===== src/rtl/tilelink_arbiter_nto1.sv =====
// N-to-1 TileLink-UL arbiter.
// A channel: round-robin grant among N masters. A multi-beat Put holds the
// grant for all of its beats. The master index is prepended to the source ID.
// D channel: stateless routing by the index bits of slave_d_source. The index
// is stripped before the response is delivered to the master.

// One master's D-channel delivery: qualify valid by the route hit and strip the
// index bits from the source field.
module tilelink_arbiter_nto1_d_lane #(
    parameter int TL_DW = 32,
    parameter int TL_RS = 4,
    parameter int TL_SZ = 4
) (
    input  logic             hit,
    input  logic             d_valid,
    input  logic [2:0]       d_opcode,
    input  logic [1:0]       d_param,
    input  logic [TL_SZ-1:0] d_size,
    input  logic [TL_RS-1:0] d_source,
    input  logic             d_denied,
    input  logic             d_corrupt,
    input  logic [TL_DW-1:0] d_data,
    output logic             master_d_valid,
    output logic [2:0]       master_d_opcode,
    output logic [1:0]       master_d_param,
    output logic [TL_SZ-1:0] master_d_size,
    output logic [TL_RS-1:0] master_d_source,
    output logic             master_d_denied,
    output logic             master_d_corrupt,
    output logic [TL_DW-1:0] master_d_data
);
    assign master_d_valid   = hit & d_valid;
    assign master_d_opcode  = d_opcode;
    assign master_d_param   = d_param;
    assign master_d_size    = d_size;
    assign master_d_source  = d_source;
    assign master_d_denied  = d_denied;
    assign master_d_corrupt = d_corrupt;
    assign master_d_data    = d_data;
endmodule

module tilelink_arbiter_nto1 #(
    parameter int N     = 2,
    parameter int TL_DW = 32,
    parameter int TL_AW = 32,
    parameter int TL_RS = 4,
    parameter int TL_SZ = 4,
    localparam int MW   = $clog2(N),
    localparam int SW   = TL_RS + MW,
    localparam int BW   = TL_DW / 8
) (
    input  logic                         tilelink_clock_i,
    input  logic                         tilelink_reset_i,
    // master-side A
    input  logic [N-1:0][2:0]            master_a_opcode,
    input  logic [N-1:0][2:0]            master_a_param,
    input  logic [N-1:0][TL_SZ-1:0]      master_a_size,
    input  logic [N-1:0][TL_RS-1:0]      master_a_source,
    input  logic [N-1:0][TL_AW-1:0]      master_a_address,
    input  logic [N-1:0][BW-1:0]         master_a_mask,
    input  logic [N-1:0][TL_DW-1:0]      master_a_data,
    input  logic [N-1:0]                 master_a_corrupt,
    input  logic [N-1:0]                 master_a_valid,
    output logic [N-1:0]                 master_a_ready,
    // master-side D
    output logic [N-1:0][2:0]            master_d_opcode,
    output logic [N-1:0][1:0]            master_d_param,
    output logic [N-1:0][TL_SZ-1:0]      master_d_size,
    output logic [N-1:0][TL_RS-1:0]      master_d_source,
    output logic [N-1:0]                 master_d_denied,
    output logic [N-1:0]                 master_d_corrupt,
    output logic [N-1:0]                 master_d_valid,
    output logic [N-1:0][TL_DW-1:0]      master_d_data,
    input  logic [N-1:0]                 master_d_ready,
    // slave-side A
    output logic [2:0]                   slave_a_opcode,
    output logic [2:0]                   slave_a_param,
    output logic [TL_SZ-1:0]             slave_a_size,
    output logic [SW-1:0]                slave_a_source,
    output logic [TL_AW-1:0]             slave_a_address,
    output logic [BW-1:0]                slave_a_mask,
    output logic [TL_DW-1:0]             slave_a_data,
    output logic                         slave_a_corrupt,
    output logic                         slave_a_valid,
    input  logic                         slave_a_ready,
    // slave-side D
    input  logic [2:0]                   slave_d_opcode,
    input  logic [1:0]                   slave_d_param,
    input  logic [TL_SZ-1:0]             slave_d_size,
    input  logic [SW-1:0]                slave_d_source,
    input  logic                         slave_d_denied,
    input  logic                         slave_d_corrupt,
    input  logic                         slave_d_valid,
    input  logic [TL_DW-1:0]             slave_d_data,
    output logic                         slave_d_ready
);
    localparam int LGB = $clog2(BW);

    typedef enum logic {IDLE, BURST} state_t;

    typedef struct packed {
        logic [2:0]       opcode;
        logic [2:0]       param;
        logic [TL_SZ-1:0] size;
        logic [SW-1:0]    source;
        logic [TL_AW-1:0] address;
        logic [BW-1:0]    mask;
        logic [TL_DW-1:0] data;
        logic             corrupt;
    } a_req_t;

    state_t        state, state_d;
    logic [MW-1:0] rr_ptr, rr_d;
    logic [MW-1:0] lock_idx, lock_d;
    logic [11:0]   beats_left, beats_d;

    logic [MW-1:0] sel;
    logic [MW-1:0] grant_idx;
    logic          a_fire;
    logic          a_multi;
    logic [11:0]   burst_rem;
    a_req_t        a_req;

    logic [MW-1:0] d_idx;
    logic          d_in_range;
    logic [N-1:0]  d_hit;

    function automatic logic [MW-1:0] wrap_inc(input logic [MW-1:0] x);
        if (int'(x) == N - 1) return '0;
        else                  return x + 1'b1;
    endfunction

    // Round-robin search: first valid master starting at rr_ptr, wrapping mod N.
    always_comb begin
        logic found;
        found = 1'b0;
        sel   = rr_ptr;
        for (int k = 0; k < N; k++) begin
            if (!found && master_a_valid[(int'(rr_ptr) + k) % N]) begin
                found = 1'b1;
                sel   = MW'((int'(rr_ptr) + k) % N);
            end
        end
    end

    // A-channel grant and ready steering; a locked burst ignores other masters.
    always_comb begin
        master_a_ready = '0;
        if (state == BURST) begin
            grant_idx                = lock_idx;
            slave_a_valid            = master_a_valid[lock_idx];
            master_a_ready[lock_idx] = slave_a_ready;
        end else begin
            grant_idx     = sel;
            slave_a_valid = |master_a_valid;
            if (|master_a_valid) master_a_ready[sel] = slave_a_ready;
        end
    end

    assign a_req.opcode  = master_a_opcode[grant_idx];
    assign a_req.param   = master_a_param[grant_idx];
    assign a_req.size    = master_a_size[grant_idx];
    assign a_req.source  = {grant_idx, master_a_source[grant_idx]};
    assign a_req.address = master_a_address[grant_idx];
    assign a_req.mask    = master_a_mask[grant_idx];
    assign a_req.data    = master_a_data[grant_idx];
    assign a_req.corrupt = master_a_corrupt[grant_idx];

    assign slave_a_opcode  = a_req.opcode;
    assign slave_a_param   = a_req.param;
    assign slave_a_size    = a_req.size;
    assign slave_a_source  = a_req.source;
    assign slave_a_address = a_req.address;
    assign slave_a_mask    = a_req.mask;
    assign slave_a_data    = a_req.data;
    assign slave_a_corrupt = a_req.corrupt;

    assign a_fire = slave_a_valid & slave_a_ready;

    // Only Puts larger than one data beat carry payload across several beats;
    // a Get is one A beat regardless of size.
    assign a_multi   = ((slave_a_opcode == 3'd0) || (slave_a_opcode == 3'd1)) &&
                       (slave_a_size > TL_SZ'(LGB));
    assign burst_rem = (12'd1 << (slave_a_size - TL_SZ'(LGB))) - 12'd1;

    // State register; reset drops any lock immediately.
    always_ff @(posedge tilelink_clock_i) begin
        if (tilelink_reset_i) begin
            state      <= IDLE;
            rr_ptr     <= '0;
            lock_idx   <= '0;
            beats_left <= '0;
        end else begin
            state      <= state_d;
            rr_ptr     <= rr_d;
            lock_idx   <= lock_d;
            beats_left <= beats_d;
        end
    end

    // Next-state: lock on the first beat of a burst, rotate priority on release.
    always_comb begin
        state_d = state;
        rr_d    = rr_ptr;
        lock_d  = lock_idx;
        beats_d = beats_left;
        if (a_fire) begin
            case (state)
                IDLE: begin
                    if (a_multi) begin
                        state_d = BURST;
                        lock_d  = sel;
                        beats_d = burst_rem;
                    end else begin
                        rr_d = wrap_inc(sel);
                    end
                end
                BURST: begin
                    beats_d = beats_left - 12'd1;
                    if (beats_left == 12'd1) begin
                        state_d = IDLE;
                        rr_d    = wrap_inc(lock_idx);
                    end
                end
                default: ;
            endcase
        end
    end

    // D routing: an index beyond N is sunk so the slave never stalls on it.
    assign d_idx      = slave_d_source[SW-1:TL_RS];
    assign d_in_range = int'(d_idx) < N;

    always_comb begin
        d_hit = '0;
        if (d_in_range) d_hit[d_idx] = 1'b1;
    end

    assign slave_d_ready = d_in_range ? master_d_ready[d_idx] : 1'b1;

    for (genvar g = 0; g < N; g++) begin : g_d_lane
        tilelink_arbiter_nto1_d_lane #(
            .TL_DW (TL_DW),
            .TL_RS (TL_RS),
            .TL_SZ (TL_SZ)
        ) u_d_lane (
            .hit              (d_hit[g]),
            .d_valid          (slave_d_valid),
            .d_opcode         (slave_d_opcode),
            .d_param          (slave_d_param),
            .d_size           (slave_d_size),
            .d_source         (slave_d_source[TL_RS-1:0]),
            .d_denied         (slave_d_denied),
            .d_corrupt        (slave_d_corrupt),
            .d_data           (slave_d_data),
            .master_d_valid   (master_d_valid[g]),
            .master_d_opcode  (master_d_opcode[g]),
            .master_d_param   (master_d_param[g]),
            .master_d_size    (master_d_size[g]),
            .master_d_source  (master_d_source[g]),
            .master_d_denied  (master_d_denied[g]),
            .master_d_corrupt (master_d_corrupt[g]),
            .master_d_data    (master_d_data[g])
        );
    end

    // A locked master must hold its beat until the slave accepts it.
    a_burst_stable: assert property (@(posedge tilelink_clock_i) disable iff (tilelink_reset_i)
        (state == BURST && slave_a_valid && !slave_a_ready) |=> $stable(a_req));

endmodule


===== config.mk =====
export PLATFORM = sky130hd
export DESIGN_NAME = tilelink_arbiter_nto1
export DESIGN_NICKNAME = d
export VERILOG_FILES = /design/src/rtl/tilelink_arbiter_nto1.sv
export SDC_FILE = /design/constraint.sdc
export NUM_CORES = 1
export LEC_CHECK = 0
export CORE_AREA = 3 3 158 160
export CTS_CLUSTER_SIZE = 30
export DETAILED_ROUTE_END_ITERATION = 6
export DIE_AREA = 0 0 161 163
export GPL_ROUTABILITY_DRIVEN = 0
export SYNTH_ARGS = -nofsm -noshare
export SYNTH_HDL_FRONTEND = slang
export SYNTH_HIERARCHICAL = 1
export SYNTH_SLANG_ARGS = --single-unit

===== constraint.sdc =====
create_clock -name tilelink_clock_i -period 3.21 [get_ports tilelink_clock_i]
set_input_delay 0.642 -clock tilelink_clock_i [delete_from_list [all_inputs] [get_ports tilelink_clock_i]]
set_output_delay 0.642 -clock tilelink_clock_i [all_outputs]
set_load 0.03 [all_outputs]

---- Word level (Yosys, flattened, before mapping) ----
Cells that the tools add are included.
storage, ports and cells
  input port bits ......................... 222
  register bits after elaboration ......... 15
  logic and storage cells ................. 92
cells by class
  magnitude comparators ................... 10
  add/sub/neg operators ................... 6
  multiplexer cells ....................... 47
  bitwise logic cells ..................... 7
  shifts and indexed selects .............. 1
  reduce and logical (&&, ||, !) cells .... 12
  eq/ne operators ......................... 5
operator list
  cell                                                         count
  two-way mux 32 bit                                           4
  two-way mux 1 bit                                            24
  two-way mux 4 bit                                            6
  case mux 12 bit (2 select lines)                             1
  subtractor 12 x 1 -> 12 bit (second input constant)          2
  equality test 12 x 1 -> 1 bit (second input constant)        1
  two-way mux 12 bit                                           1
  two-way mux 3 bit                                            4
  left shift 1 x 4 -> 12 bit (first input constant)            1
  less-than comparator 1 x 2 -> 1 bit (second input constant)  5
  AND reduction 3 bit                                          2
  logical AND 1 bit                                            5
  AND 2 bit                                                    2
  > comparator 4 x 2 -> 1 bit (second input constant)          1
  two-way mux 2 bit                                            2
  != test 2 bit (second input constant)                        2
  case mux 1 bit (2 select lines)                              2
  subtractor 4 x 2 -> 4 bit (second input constant)            1
  adder 1 bit (second input constant)                          3
  AND 1 bit                                                    3
  demux 1 bit (select 1 bit)                                   3
  equality test 3 x 1 -> 1 bit (second input constant)         1
  >= comparator 1 bit (second input constant)                  3
  logical NOT 3 bit                                            1
  other kinds (8)                                              8

---- Logic depth before layout (Yosys ltp) ----
Gate-level depths: netlist (run 1).
  depth in word-level cells ............... 15
  depth in mapped cells ................... 14
  gate-level depth less buffers ........... 10

---- Cells and area by module ----
Netlist (run 1), hierarchy kept.
by module, submodules not included
  module                        cells each  times used  seq. area each (um2)  area an instance (um2)
  tilelink_arbiter_nto1         469         1           300.3                 2523.7
  tilelink_arbiter_nto1_d_lane  48          2           0.0                   359.1

---- Worst setup path after synthesis (run 1) ----
Ideal clock, no wire load.
  path kind ............................... input-to-reg
  from .................................... input master_a_valid[0]
  to ...................................... register beats_left[10]
  stages on the path ...................... 14
  path slack .............................. 0.392 ns
  required time ........................... 3.079 ns
  setup time .............................. 0.131 ns
  data arrival time ....................... 2.687 ns
  cell sequence ........................... a21boi_2 o31a_1 buf_6 inv_4 buf_12 buf_6 nand2_1 o21a_1 or2_2 ha_1 clkbuf_1 o311a_1 o311ai_1 o21ai_0
on the way
  longest elaborated chain between the ends .. 14
RTL lines
  item                                                                                       RTL line  RTL
  from (decl)                                                                                63        input logic [N-1:0] master_a_valid,
  two-way mux 1 bit (not written as such) (2 in a row)                                       139       if (!found && master_a_valid[(int'(rr_ptr) + k) % N]) begin
  two-way mux 1 bit                                                                          139
  logical NOT 1 bit                                                                          139
  logical AND 1 bit                                                                          139
  two-way mux 1 bit                                                                          139
  two-way mux 1 bit                                                                          149       if (state == BURST) begin
  two-way mux 4 bit (not written as such) or two-way mux 3 bit (tied branches) (2 in a row)  162, 160
  subtractor 4 x 2 -> 4 bit (tied with other cells)                                          184       assign burst_rem = (12'd1 << (slave_a_size - TL_SZ'(LGB))) - 12'd1;
  left shift 1 x 4 -> 12 bit or logical OR 1 bit (tied branches)                             184, 182
  subtractor 12 x 1 -> 12 bit or logical AND 1 bit (tied branches)                           184, 182
  two-way mux 12 bit or != test 2 bit (tied branches)                                        -
  case mux 12 bit (2 select lines) or AND reduction 2 bit (tied branches)                    -
  to (signal assigned)                                                                       197       beats_left <= beats_d;
  to (decl)                                                                                  115       logic [11:0] beats_left, beats_d;
Parallel ways exist; a longest one is shown, timed or not. The select of a mux whose other input is x is not followed.
A chain may end at the register's enable or synchronous reset.

---- Final worst setup path (run 1) ----
  from .................................... input master_a_valid[0]
  to ...................................... output slave_a_param[2]
on the way
  longest elaborated chain between the ends .. 9
RTL lines
  item                                                      RTL line  RTL
  two-way mux 1 bit (not written as such) (2 in a row)      139
  two-way mux 1 bit                                         139
  logical NOT 1 bit                                         139
  logical AND 1 bit (*)                                     139
  two-way mux 1 bit (*)                                     139
  two-way mux 1 bit (*)                                     149
  two-way mux 3 bit (not written as such) (*) (2 in a row)  161       assign a_req.param = master_a_param[grant_idx];
  to (decl)                                                 77        output logic [2:0] slave_a_param,
Mark *: on every way between the ends. The rest lies on a longest branch, timed or not. The select of a mux whose other input is x is not followed.

==> impl_metrics.py, run 1 <==
metrics = {
    "yosys": {
        "synth_area_leaders": "nand2_1, buf_4, dfxtp_1",
        "synthCells": 565,
        "synth.largest_area_cell": "nand2_1",
        "synth_area_um2": 3240,
        "yosysMostFrequentCell": "nand2_1",
        "synth_nets": 790,
        "avgSynthCellArea_um2": 5.74,
        "synth-seq-cells": 15,
        "ys.flop_type": "dfxtp_1",
        "synth.distinct_cells": 53,
        "yosysWarningCount": 6,
        "synth_top_area_share": 0.295,
        "synth_edf_count": 0,
        "synthTopCellsByCount": "nand2_1, buf_4, nor2_1, clkbuf_1, dfxtp_1",
        "seq_area_frac_synth": 0.0926,
        "async_flop_share": 0,
    },
    "floorplanning": {
        "io_pins": 406,
        "die_h_um": 163,
        "initial_core_util": 0.138,
        "fp.coreArea_um2": 23500,
        "fp.dieW_um": 161,
        "die_area_um2": 26200,
        "num_rows": 56,
    },
    "place": {
        "placed_cells": 1047,
        "place_ws_ps": -206,
        "numPortBuffers": 264,
        "place_area_um2": 5820,
        "hpwl_um": 14900,
    },
    "detailed_routing": {
        "drc": 0,
        "vias_per_cell": 3.92,
        "vias": 4116,
        "drt_iter0_markers": 149,
        "firstDrtPassIters": 5,
        "post_drt_wl_per_cell_um": 16.2,
        "ant_nets": 0,
        "wirelength_um": 17000,
    },
    "clocking": {
        "cts-root-buf": "clkbuf_16",
        "clk_pin_slew_worst_paths_ps": 50,
        "cts_tree": "built",
        "clockBufferDepth": 2,
        "post_cts_buffers": 0,
        "htreeDepth": 1,
        "cts_sinks": 15,
        "cts-resized-gates": 5,
        "numCtsBuffers": 3,
        "ctsHoldBuffers": 0,
        "clkLatencyLatePin_ps": 250,
    },
    "power_and_ir_drop": {
        "p_leak_nw": 2.66,
        "power.density_nw_per_um2": 316,
        "ir_worst_vdd_mv": 0.156,
    },
    "timing": {
        "relSlewSlack": 0.622,
        "period_needed_ps": 3110,
        "setup_ws_ps": 96.4,
        "worst_pin_slew_ps": 565,
        "finalCritPeriodShare": 0.970,
        "skew_ps": 4.13,
        "drv_slew": 0,
        "hold_viol_final": 0,
        "grt_setup_unrepaired": "no",
        "setup_viol": 0,
        "max_clock_freq_ghz": 0.321,
    },
    "finish": {
        "antennaDiodeCount": 0,
        "final_util": 0.251,
        "final_cell_area_um2": 5920,
        "drive_gt1_frac": 0.176,
        "area_growth_pct": 82.6,
        "num-nets-final": 958,
        "nFillCells": 2659,
        "finalNonFillerCells": 1051,
    },
    "critical_path": {
        "cp.required_ps": 2570,
        "worstSetupStartpointType": "input pin",
        "rr_startpoint": "rr_ptr",
        "end_kind": "output pin",
        "crit_path_max_fanout": 49,
        "worstPathArrival_ps": 2470,
        "critical_path.startpoint": "master_a_valid[0]",
        "path_class": "in2out",
    },
    "grt": {
        "antenna_found_initial": 0,
        "grt_max_degree": 50,
        "track_usage": 0.117,
        "grt_first_pass_wirelength_um": 23900,
        "grt_pass1_vias": 3940,
        "grt-ovfl-total": 0,
    },
    "flow_run": {
        "maxCapViolCount": 0,
    },
    "outcome": {
        "status": "finished, final reports clean",
    },
    "worst_hold_path": {
        "hold_path.class": "reg2reg",
        "min-delay-start": "beats_left[10]",
    },
}
[layout make-up]
class,instances,area (µm²),share of cell area
tap,319,399,0.0674
timing repair buffer,291,3090,0.521
sequential,15,300,0.0507
clock buffer,4,78.8,0.0133
multi-input combinational,411,2010,0.340
inverter,11,43.8,0.00740
[layer usage]
| layer | share of wire | track usage | vias up |
|---|---|---|---|
| li1 | - | - | 2064 |
| met1 | 0.40 | 0.140 | 1827 |
| met2 | 0.51 | 0.209 | 209 |
| met3 | 0.084 | 0.0394 | 16 |
| met4 | 0.0091 | 0.0145 | 0 |
| met5 | 0 | 0 | - |
[state kept, by name (all words and copies together), names as in the netlist]
name	flops
lock_idx	1
rr_ptr	1
state	1
beats_left	12
[layout by cell type (no fill, tap or decap), types with 4 or more instances in the layout]
| master | count |
|---|---|
| nor2_1 | 28 |
| mux2i_1 | 10 |
| inv_1 | 10 |
| buf_4 | 74 |
| nand2_1 | 255 |
| nand3_1 | 5 |
| nor2b_1 | 6 |
| buf_12 | 35 |
| nand4_1 | 5 |
| o21ai_0 | 13 |
| nor3_1 | 7 |
| mux2_2 | 5 |
| a21oi_1 | 14 |
| or3_1 | 4 |
| clkdlybuf4s50_1 | 176 |
| dfxtp_1 | 15 |
[power breakdown]
part           switching [mW]  total [mW]  internal, mW
sequential             0.0220       0.226         0.204
clock                  0.0798       0.248         0.169
combinational           0.734        1.39         0.660
[final timing paths]
check / slack, ps / end / cells after the start
hold / removal: 490 / beats_left[10] / 2
setup reg to reg: 720 / beats_left[10] / 10
hold reg to reg: 490 / beats_left[10] / 2
setup / recovery: 100 / slave_a_param[2] / 8
[worst max-delay path, cell delays in order]
cell and delay (ps):
clkdlybuf4s50_1 430, a21boi_2 170, o31a_2 360, buf_4 220
buf_12 190, nand2_1 130, nand2_1 120, buf_12 170
[through the flow]
stage / TNS, ps / total power [mW] / hold slack, ps
6_report: 0 / 1.87 / 493
5_1_grt: 0 / 1.97 / 508
4_1_cts: 0 / 1.89 / 492
3_5_place_dp: -5410 / 1.63 / 488
3_3_place_gp: -4930 / 1.63 / 476
2_1_floorplan: 0 / 1.11 / 445
[cells by family (layout without fill, tap and decap cells)]
| kind of cell | count (synthesis) | count (layout) | share of synthesized area |
|---|---|---|---|
| flip-flops | 15 | 15 | 0.0926 |
| XOR/XNOR | 3 | 3 | 0.00811 |
| AND/OR/NAND/NOR | 325 | 325 | 0.408 |
| buffers and inverters | 139 | 306 | 0.288 |
| multiplexers | 16 | 16 | 0.0552 |
| adder cells (fa/ha/maj) | 3 | 3 | 0.0116 |
| AO/OA/AOI/OAI | 64 | 64 | 0.137 |
(Power assumes the default switching activity.)
==> inputs of run 2 (changes only) <==
--- a/config.mk
+++ b/config.mk
@@ -6,6 +6,7 @@
 export NUM_CORES = 1
 export LEC_CHECK = 0
 export CORE_AREA = 3 3 158 160
+export CTS_CLUSTER_DIAMETER = 80
 export CTS_CLUSTER_SIZE = 30
 export DETAILED_ROUTE_END_ITERATION = 6
 export DIE_AREA = 0 0 161 163
==> results of run 2 <==
No change in the layout: final DEF, timing and power equal those of run 1.
